[src/rtl/fifo_pkg.sv]
// fifo_pkg: pointer Gray/binary conversions and output-buffer occupancy encoding shared by FIFO read/write controllers
package fifo_pkg;
  typedef enum logic [1:0] {OCC0 = 2'd0, OCC1 = 2'd1, OCC2 = 2'd2} occ_e;
  function automatic logic [31:0] bin2gray(input logic [31:0] b);
    return b ^ (b >> 1);
  endfunction
  function automatic logic [31:0] gray2bin(input logic [31:0] g);
    logic [31:0] b;
    b[31] = g[31];
    for (int i = 30; i >= 0; i--) b[i] = b[i+1] ^ g[i];
    return b;
  endfunction
endpackage

[src/rtl/fifo_out_buf.sv]
// fifo_out_buf: 2-entry FWFT skid buffer; in clk, rst_n, load_i+data_i (tail write), pop_i; out valid_o, data_o (head), occ_o
module fifo_out_buf import fifo_pkg::*; #(
  parameter int DATA_WIDTH = 8
) (
  input  logic                  clk,
  input  logic                  rst_n,
  input  logic                  load_i,
  input  logic                  pop_i,
  input  logic [DATA_WIDTH-1:0] data_i,
  output logic                  valid_o,
  output logic [DATA_WIDTH-1:0] data_o,
  output logic [1:0]            occ_o
);
  occ_e occ_q, occ_d;
  logic [DATA_WIDTH-1:0] head_q, head_d, ent1_q, ent1_d;
  always_ff @(posedge clk) begin
    if (!rst_n) begin
      occ_q  <= OCC0;
      head_q <= '0;
      ent1_q <= '0;
    end else begin
      occ_q  <= occ_d;
      head_q <= head_d;
      ent1_q <= ent1_d;
    end
  end
  always_comb begin
    occ_d  = load_i && !pop_i ? occ_e'(occ_q + 2'd1) : pop_i && !load_i ? occ_e'(occ_q - 2'd1) : occ_q;
    head_d = load_i && (occ_q == OCC0 || (occ_q == OCC1 && pop_i)) ? data_i :
             pop_i && occ_q == OCC2 ? ent1_q : head_q;
    ent1_d = load_i && (occ_q == OCC1 ? !pop_i : occ_q == OCC2 && pop_i) ? data_i : ent1_q;
  end
  always_comb begin
    valid_o = occ_q != OCC0;
    data_o  = head_q;
    occ_o   = occ_q;
  end
endmodule

[src/rtl/fifo_rd_ctrl.sv]
// fifo_rd_ctrl: async-FIFO read side; in r_clk, r_rst_n, write_addr_gray_sync, ram_rd_data, out_ready; out read_addr_gray, ram_rd_en/addr, out_valid/data, empty, rd_level
module fifo_rd_ctrl import fifo_pkg::*; #(
  parameter int FIFO_DEPTH_BIT = 4,
  parameter int DATA_WIDTH     = 8
) (
  input  logic                    r_clk,
  input  logic                    r_rst_n,
  input  logic [FIFO_DEPTH_BIT:0] write_addr_gray_sync,
  output logic [FIFO_DEPTH_BIT:0] read_addr_gray,
  output logic                    ram_rd_en,
  output logic [FIFO_DEPTH_BIT-1:0] ram_rd_addr,
  input  logic [DATA_WIDTH-1:0]   ram_rd_data,
  output logic                    out_valid,
  input  logic                    out_ready,
  output logic [DATA_WIDTH-1:0]   out_data,
  output logic                    empty,
  output logic [FIFO_DEPTH_BIT:0] rd_level
);
  localparam int PW = FIFO_DEPTH_BIT + 1;
  logic [PW-1:0] wr_bin, avail, iss_q, iss_d, pop_q, pop_d, rag_q;
  logic inflight_q, pop;
  logic [1:0] occ;
  logic [2:0] need;
  always_ff @(posedge r_clk) begin
    if (!r_rst_n) begin
      iss_q      <= '0;
      pop_q      <= '0;
      rag_q      <= '0;
      inflight_q <= 1'b0;
    end else begin
      iss_q      <= iss_d;
      pop_q      <= pop_d;
      rag_q      <= PW'(bin2gray(32'(iss_q)));
      inflight_q <= ram_rd_en;
    end
  end
  always_comb begin
    wr_bin         = PW'(gray2bin(32'(write_addr_gray_sync)));
    avail          = wr_bin - iss_q;
    pop            = out_valid && out_ready;
    // slots committed after this edge: buffered + arriving - leaving
    need           = 3'(occ) + 3'(inflight_q) - 3'(pop);
    ram_rd_en      = r_rst_n && avail != '0 && need < 3'd2;
    iss_d          = iss_q + PW'(ram_rd_en);
    pop_d          = pop_q + PW'(pop);
    ram_rd_addr    = iss_q[FIFO_DEPTH_BIT-1:0];
    read_addr_gray = rag_q;
    empty          = avail == '0 && !inflight_q && occ == OCC0;
    rd_level       = wr_bin - pop_q;
  end
  fifo_out_buf #(.DATA_WIDTH(DATA_WIDTH)) u_buf (
    .clk    (r_clk),
    .rst_n  (r_rst_n),
    .load_i (inflight_q),
    .pop_i  (pop),
    .data_i (ram_rd_data),
    .valid_o(out_valid),
    .data_o (out_data),
    .occ_o  (occ)
  );
endmodule
[config.mk]
export PLATFORM = sky130hd
export DESIGN_NAME = fifo_rd_ctrl
export DESIGN_NICKNAME = d
export VERILOG_FILES = /design/src/rtl/fifo_pkg.sv /design/src/rtl/fifo_out_buf.sv /design/src/rtl/fifo_rd_ctrl.sv
export SDC_FILE = /design/constraint.sdc
export NUM_CORES = 1
export LEC_CHECK = 0
export CAP_MARGIN = 20
export CELL_PAD_IN_SITES_DETAIL_PLACEMENT = 1
export CELL_PAD_IN_SITES_GLOBAL_PLACEMENT = 1
export CORE_MARGIN = 4
export CORE_UTILIZATION = 37
export CTS_CLUSTER_DIAMETER = 40
export CTS_CLUSTER_SIZE = 12
export DETAILED_ROUTE_END_ITERATION = 10
export GPL_ROUTABILITY_DRIVEN = 1
export PLACE_DENSITY = 0.85
export SLEW_MARGIN = 10
export SYNTH_ARGS = -nofsm -noshare
export SYNTH_HDL_FRONTEND = slang
export SYNTH_SLANG_ARGS = --single-unit
[constraint.sdc]
create_clock -name r_clk -period 4.6 [get_ports r_clk]
set_input_delay 1.15 -clock r_clk [delete_from_list [all_inputs] [get_ports r_clk]]
set_output_delay 1.15 -clock r_clk [all_outputs]
set_load 0.02 [all_outputs]
==> summary.txt, run 1 <==
Status = finished clean
End of the worst register-to-register path = iss_q[4]$_SDFF_PN0_
Final setup fails = 0
Fin nets = 276
Reg2reg start = u_buf.occ_o[1]$_SDFFE_PN0P_
Hold-fix buffers, CTS = 0
Layout cells sized above 1 = 0.146
DR WL/cell = 15.0 um
Synth Instances = 187
Core area = 4500 sq um
CTS Sinks = 34
Worst Path Required = 3.45 ns
Ant diodes = 0
I/O Buffers = 40
DR vias = 1465
Worst setup SP type = primary input
Class of the worst hold path = flop to flop
CP endpoint kind = primary output
Critical path arrival = 3.30 ns
TritonCTS Buffers = 5
Final GP Congestion = 0.834
Avg Inst Size Synth = 9.49 sq um
Minimum clock period = 4.45 ns
PD cells = 493 nW/um^2
Max VDD drop = 0.000219 V
ANT nets after route = 0
Slew @ Worst Pin = 0.577 ns
Netlist cell types = 25
Avg Vias per Cell = 5.03
Worst setup margin = 0.152 ns
Mapped cell area = 1770 sq um
Clock Skews = 0.00872 ns
Max Slew Vio Count = 0
CP endpoint = rd_level[2]
Final hold vios = 0
Vias in the first global route = 1636
Total power = 1.20 mW
Largest net degree at the start of global routing = 29
Worst Path Max Fanout = 2
Final TNS setup = 0 ns
Area Growth Syn to Fin = 37.7%
Initial Utilization = 0.394
Post-Route WL = 4360 um
Placed wire-length estimate = 3350 um
Reg2reg path depth = 14
Synth async-reset ratio = 0
Mapped Nets = 224
Global-route wire length before repair = 7670 um
CTS tree = built
Drt first pass iters = 4
Register area share after synthesis = 0.384
Pre-CTS setup slack = -0.870 ns
Total grt overflow = 0
Max-slew headroom = 0.614
Site row count = 24
Lkg Pwr = 1.03 nW
Total track usage = 0.160
I/O pins = 41
H-tree depth = 2
Worst Setup SP = write_addr_gray_sync[3]
Starting DRT DRC Count = 33
Chip height = 77.2 um
Initial antenna violation count = 0
Die Area = 5970 sq um
Worst-path clk slew = 0.07 ns
Fill count = 507
Highest clock rate = 225 MHz
#FFs+latches synth = 34
Ys Warns = 0
R2r setup slk = 1.59 ns
Root buffer cell = clkbuf_8
DRC violations left = 0
Fin crit share = 0.967
MaxCap Viol Count = 0
Unrepaired setup endpoints after global routing = no
WHS Path Cells = 2
Insertion delay to the later sink of the worst-skew pair = 0.28 ns
CP Class = primary input to primary output
Post-synth EDFFs = 0
Die width = 77.2 um
Main synth FF type = dfxtp_1
Maximum root-to-sink buffer count = 2
## worst min path at each step
stage | endpoint | startpoint
final | u_buf.data_o[3]$_SDFFE_PN0P_ | u_buf.ent1_q[3]$_SDFFE_PN0P_
after floorplan | u_buf.ent1_q[0]$_SDFFE_PN0P_ | u_buf.ent1_q[0]$_SDFFE_PN0P_
after CTS | u_buf.data_o[3]$_SDFFE_PN0P_ | u_buf.ent1_q[3]$_SDFFE_PN0P_
after detailed placement | u_buf.ent1_q[5]$_SDFFE_PN0P_ | u_buf.ent1_q[5]$_SDFFE_PN0P_
after global routing | u_buf.ent1_q[3]$_SDFFE_PN0P_ | u_buf.ent1_q[3]$_SDFFE_PN0P_
after global placement | u_buf.ent1_q[1]$_SDFFE_PN0P_ | u_buf.ent1_q[1]$_SDFFE_PN0P_
## cells in the mapped netlist (all sizes together) (2+ instances only)
cell	number	share of area
nor2	3	0.0063
inv	15	0.032
a31oi	8	0.028
o21ai	9	0.025
a21oi	3	0.0085
nand3	3	0.0085
ha	19	0.13
nand2	22	0.047
and2	18	0.063
a22o	8	0.039
and4b	2	0.011
clkbuf	5	0.011
nand2b	2	0.0071
xor2	10	0.062
fa	2	0.023
a211o	2	0.0099
xnor2	11	0.054
a21o	3	0.013
buf	4	0.017
dfxtp	34	0.38
## power breakdown
part | leakage (nW) | internal [mW] | switching, mW | total (mW)
combinational | 0.698 | 0.259 | 0.269 | 0.527
clock | 0.0573 | 0.173 | 0.106 | 0.279
sequential | 0.277 | 0.352 | 0.0449 | 0.397
total | 1.03 | 0.784 | 0.420 | 1.20
## through the flow
stage | hold WS (ns) | utilization | area [sq um] | instances
finish | 0.469 | 0.542 | 2440 | 291
global route | 0.505 | 0.542 | 2440 | 291
CTS | 0.471 | 0.534 | 2400 | 291
detailed placement | 0.457 | 0.508 | 2290 | 283
global placement | 0.456 | 0.508 | 2290 | 283
floorplan | 0.442 | - | 1770 | 187
## flip-flops by register name, summed over array words and instances, names as in the netlist
signal,cells
u_buf.data_o,8
u_buf.ent1_q,8
iss_q,5
inflight_q,1
u_buf.occ_o,2
pop_q,5
read_addr_gray,5
## repair_timing
item / 4_1_cts / 5_1_grt
pin swaps: 6 / 8
gates cloned: 0 / 0
setup buffers: 1 / 0
hold endpoints to repair: 0 / 0
endpoints found under the setup margin: 7 / 4
gates resized for setup: 34 / 7
## layout by cell type (no fill, tap or decap), types with 2 or more instances in the layout
| cell type | n |
|---|---|
| and2_1 | 18 |
| a22o_1 | 8 |
| dfxtp_1 | 34 |
| and4b_1 | 2 |
| nand2_1 | 22 |
| a21oi_1 | 2 |
| inv_1 | 15 |
| buf_2 | 2 |
| buf_4 | 15 |
| xor2_2 | 2 |
| clkbuf_8 | 6 |
| nand3_1 | 3 |
| a21o_1 | 3 |
| a31oi_1 | 8 |
| xor2_1 | 7 |
| a211o_1 | 2 |
| nor2_1 | 3 |
| buf_6 | 2 |
| dlygate4sd2_1 | 3 |
| ha_1 | 17 |
| xnor2_1 | 10 |
| o21ai_0 | 9 |
| clkdlybuf4s50_1 | 31 |
## critical path: stages
cell and delay, ns:
buf_2 0.12, xor2_4 0.18, xor2_2 0.24, xor2_2 0.22, xnor2_2 0.15, ha_2 0.19, inv_1 0.05, fa_2 0.35
buf_4 0.15, xor2_1 0.16, clkdlybuf4s15_1 0.33
## per-layer routing
metal,part of all wire,up-vias,global-route usage
li1,-,719,-
met1,0.43,695,0.189
met2,0.50,41,0.273
met3,0.049,10,0.0457
met4,0.020,0,0.0623
met5,0,-,0
## kinds of logic after synthesis
family          Yosys count  share of synthesized area
buf+inv                  24                     0.0592
flops                    34                      0.384
fa+ha+maj                21                      0.157
simple gates             52                      0.152
xor+xnor                 21                      0.116
compound gates           35                      0.133
## area by class of cell
cell class                 count  area (sq um)  share of cell area
timing repair buffer          54           492               0.201
multi-input combinational    129          1040               0.424
inverter                      15          56.3              0.0231
clock inverter                 1          30.0              0.0123
tap                           52          65.1              0.0266
clock buffer                   6          82.6              0.0338
sequential                    34           681               0.279
Power figures use the tool's default switching activity.
==> inputs of run 2 (changes only) <==
- CTS_CLUSTER_DIAMETER: 40 -> 150
==> results of run 2 <==
Same layout as run 1: the final DEF is identical, and so are final timing and power.
==> inputs of run 3 (changes only) <==
- CORE_UTILIZATION: 37 -> 39
- CTS_BUF_LIST: default -> sky130_fd_sc_hd__clkbuf_8
- CTS_CLUSTER_SIZE: 12 -> default
- PLACE_DENSITY: 0.85 -> 0.89
==> run 3 against run 2 <==
  * Sequential power is essentially flat
  * Non-clock buffer count grew 7
  * Clock power shrank 19%
  * Critical path type unchanged
  * Critical path depth grew 2
  * Power shrank 3.2%
  * Design area is essentially flat
  * Die area shrank 4.6%
==> summary.txt, run 3 (synthesis gave the netlist of run 1 again) <==
Initial antenna violation count = 0 (unchanged)
Die width = 75.5 um (-2.3%)
Fin nets = 283 (+2.5%)
Worst Path Required = 3.45 ns (about the same)
DR vias = 1484 (+1.3%)
I/O Buffers = 40 (unchanged)
Largest net degree at the start of global routing = 29 (unchanged)
Area Growth Syn to Fin = 37.6% (about the same)
Layout cells sized above 1 = 0.174 (+0.0276)
Drt first pass iters = 4 (unchanged)
H-tree depth = 2 (unchanged)
Lkg Pwr = 1.06 nW (+2.4%)
Worst path cell trace = buf_2 -> xor2_2 -> xor2_2 -> xor2_2 -> xnor2_2 -> buf_4 -> ha_1 -> nand2b_1 -> buf_4 -> nand3_2 -> a211o_1 -> and4b_1 -> buf_6
Hold-fix buffers, CTS = 0 (unchanged)
Worst setup SP type = primary input
Highest clock rate = 224 MHz (-0.52%)
Top Family by Delay on Critical Path = XOR/XNOR gates
Post-DP Area = 2300 sq um (+0.33%)
WHS Path Cells = 2 (unchanged)
PD cells = 477 nW/um^2 (-3.2%)
Maximum root-to-sink buffer count = 2 (unchanged)
Total power = 1.16 mW (-3.2%)
Reg area = 681 sq um (unchanged)
Total grt overflow = 0 (unchanged)
CTS tree = built
Fill count = 515 (+1.6%)
DRC violations left = 0 (unchanged)
Slew @ Worst Pin = 0.522 ns (-0.0546 ns)
ANT nets after route = 0 (unchanged)
Crit path depth = 13 (+2)
Avg Vias per Cell = 4.96 (-1.4%)
Clock Skews = 0.00694 ns (-0.00179 ns)
Ant diodes = 0 (unchanged)
Fin crit share = 0.972 (+0.00502)
Final GP Congestion = 0.812 (-2.7%)
Minimum clock period = 4.47 ns (+0.0231 ns)
Initial Utilization = 0.405 (+0.0108)
Status = finished clean
Most common cell after layout, fill and taps aside = dfxtp_1
TritonCTS Buffers = 5 (unchanged)
CP endpoint kind = primary output
I/O pins = 41 (unchanged)
Most frequent cells in the layout = dfxtp_1, clkdlybuf4s50_1, nand2_1, buf_4
Chip height = 75.5 um (-2.3%)
Placed insts = 284 (+0.35%)
Core area = 4380 sq um (-2.7%)
CP dominant cell by count = xor2_2
MaxCap Viol Count = 0 (unchanged)
Starting DRT DRC Count = 34 (+3.0%)
Critical path arrival = 3.32 ns (+0.02 ns)
Total track usage = 0.172 (+0.0115)
Post-Route WL = 4320 um (-1.1%)
Layout Cells excl Fill = 299 (+2.7%)
Vias in the first global route = 1647 (+0.67%)
Root buffer cell = clkbuf_8
CTS Sinks = 34 (unchanged)
Insertion delay to the later sink of the worst-skew pair = 0.29 ns (about the same)
Reg2reg path depth = 17 (+3)
Pre-CTS setup slack = -0.813 ns (+0.0569 ns)
Global-route wire length before repair = 7400 um (-3.4%)
Fin util = 0.557 (+0.0146)
Site row count = 24 (unchanged)
CP Class = primary input to primary output
Die Area = 5690 sq um (-4.6%)
Final hold vios = 0 (unchanged)
Placed wire-length estimate = 3210 um (-4.3%)
Worst setup margin = 0.129 ns (-0.0231 ns)
Post-route cell area = 2440 sq um (about the same)
Max VDD drop = 0.000240 V (+9.7%)
Worst-path clk slew = 0.06 ns (about the same)
Final TNS setup = 0 ns (unchanged)
Final setup fails = 0 (unchanged)
Area of the multi-input gates = 1010 sq um (-2.1%)
Class of the worst hold path = flop to flop
Hold_ws = 0.475 ns (+0.00602 ns)
Worst stage delay on the critical path = 0.34 ns (about the same)
Worst path slowest cell = a211o_1
Max Slew Vio Count = 0 (unchanged)
Worst path bufs/invs = 4 (unchanged)
Worst Path Max Fanout = 3 (+1)
DR WL/cell = 14.4 um (-3.7%)
Max-slew headroom = 0.651 (+0.0365)
run 3: worst paths after layout:
path | from | end | slack [ns]
setup / recovery | write_addr_gray_sync[4] | ram_rd_en | 0.13
hold / removal | u_buf.data_o[6]$_SDFFE_PN0P_ | u_buf.data_o[6]$_SDFFE_PN0P_ | 0.48
setup reg to reg | u_buf.occ_o[1]$_SDFFE_PN0P_ | iss_q[4]$_SDFF_PN0_ | 1.37
hold reg to reg | u_buf.data_o[6]$_SDFFE_PN0P_ | u_buf.data_o[6]$_SDFFE_PN0P_ | 0.48
run 3: area by class of cell:
class | instances | share of cell area
multi-input combinational | 129 | 0.416
sequential | 34 | 0.279
timing repair buffer | 61 | 0.218
clock buffer | 6 | 0.0338
tap | 52 | 0.0267
inverter | 15 | 0.0231
clock inverter | 2 | 0.00359
run 3: timing repair:
| item | in CTS | in global routing |
|---|---|---|
| gates resized for setup | 29 | 7 |
| endpoints found under the setup margin | 6 | 6 |
| pin swaps | 9 | 7 |
| buffers inserted | 5 | 3 |
| gates cloned | 0 | 0 |
run 3: metal layers:
layer  routed length [um]  vias to the layer above  GRT usage
met3                  247                       10     0.0435
met4                   85                        0     0.0718
li1                     -                      740          -
met2                 2080                       45      0.291
met1                 1900                      689      0.206
met5                    0                        -          0
run 3: worst reg2reg max path, delay by kind of cell, from the launching register on:
family	cells	cell delay, ns
fa+ha+maj	5	1.22
xor+xnor	2	0.23
buf+inv	6	0.64
simple gates	4	0.63
flops	1	0.40
run 3: where the power goes:
| part | total (mW) | switching, mW | internal [mW] |
|---|---|---|---|
| combinational | 0.544 | 0.273 | 0.271 |
| clock | 0.226 | 0.107 | 0.118 |
| sequential | 0.395 | 0.0433 | 0.352 |
| total | 1.16 | 0.423 | 0.741 |
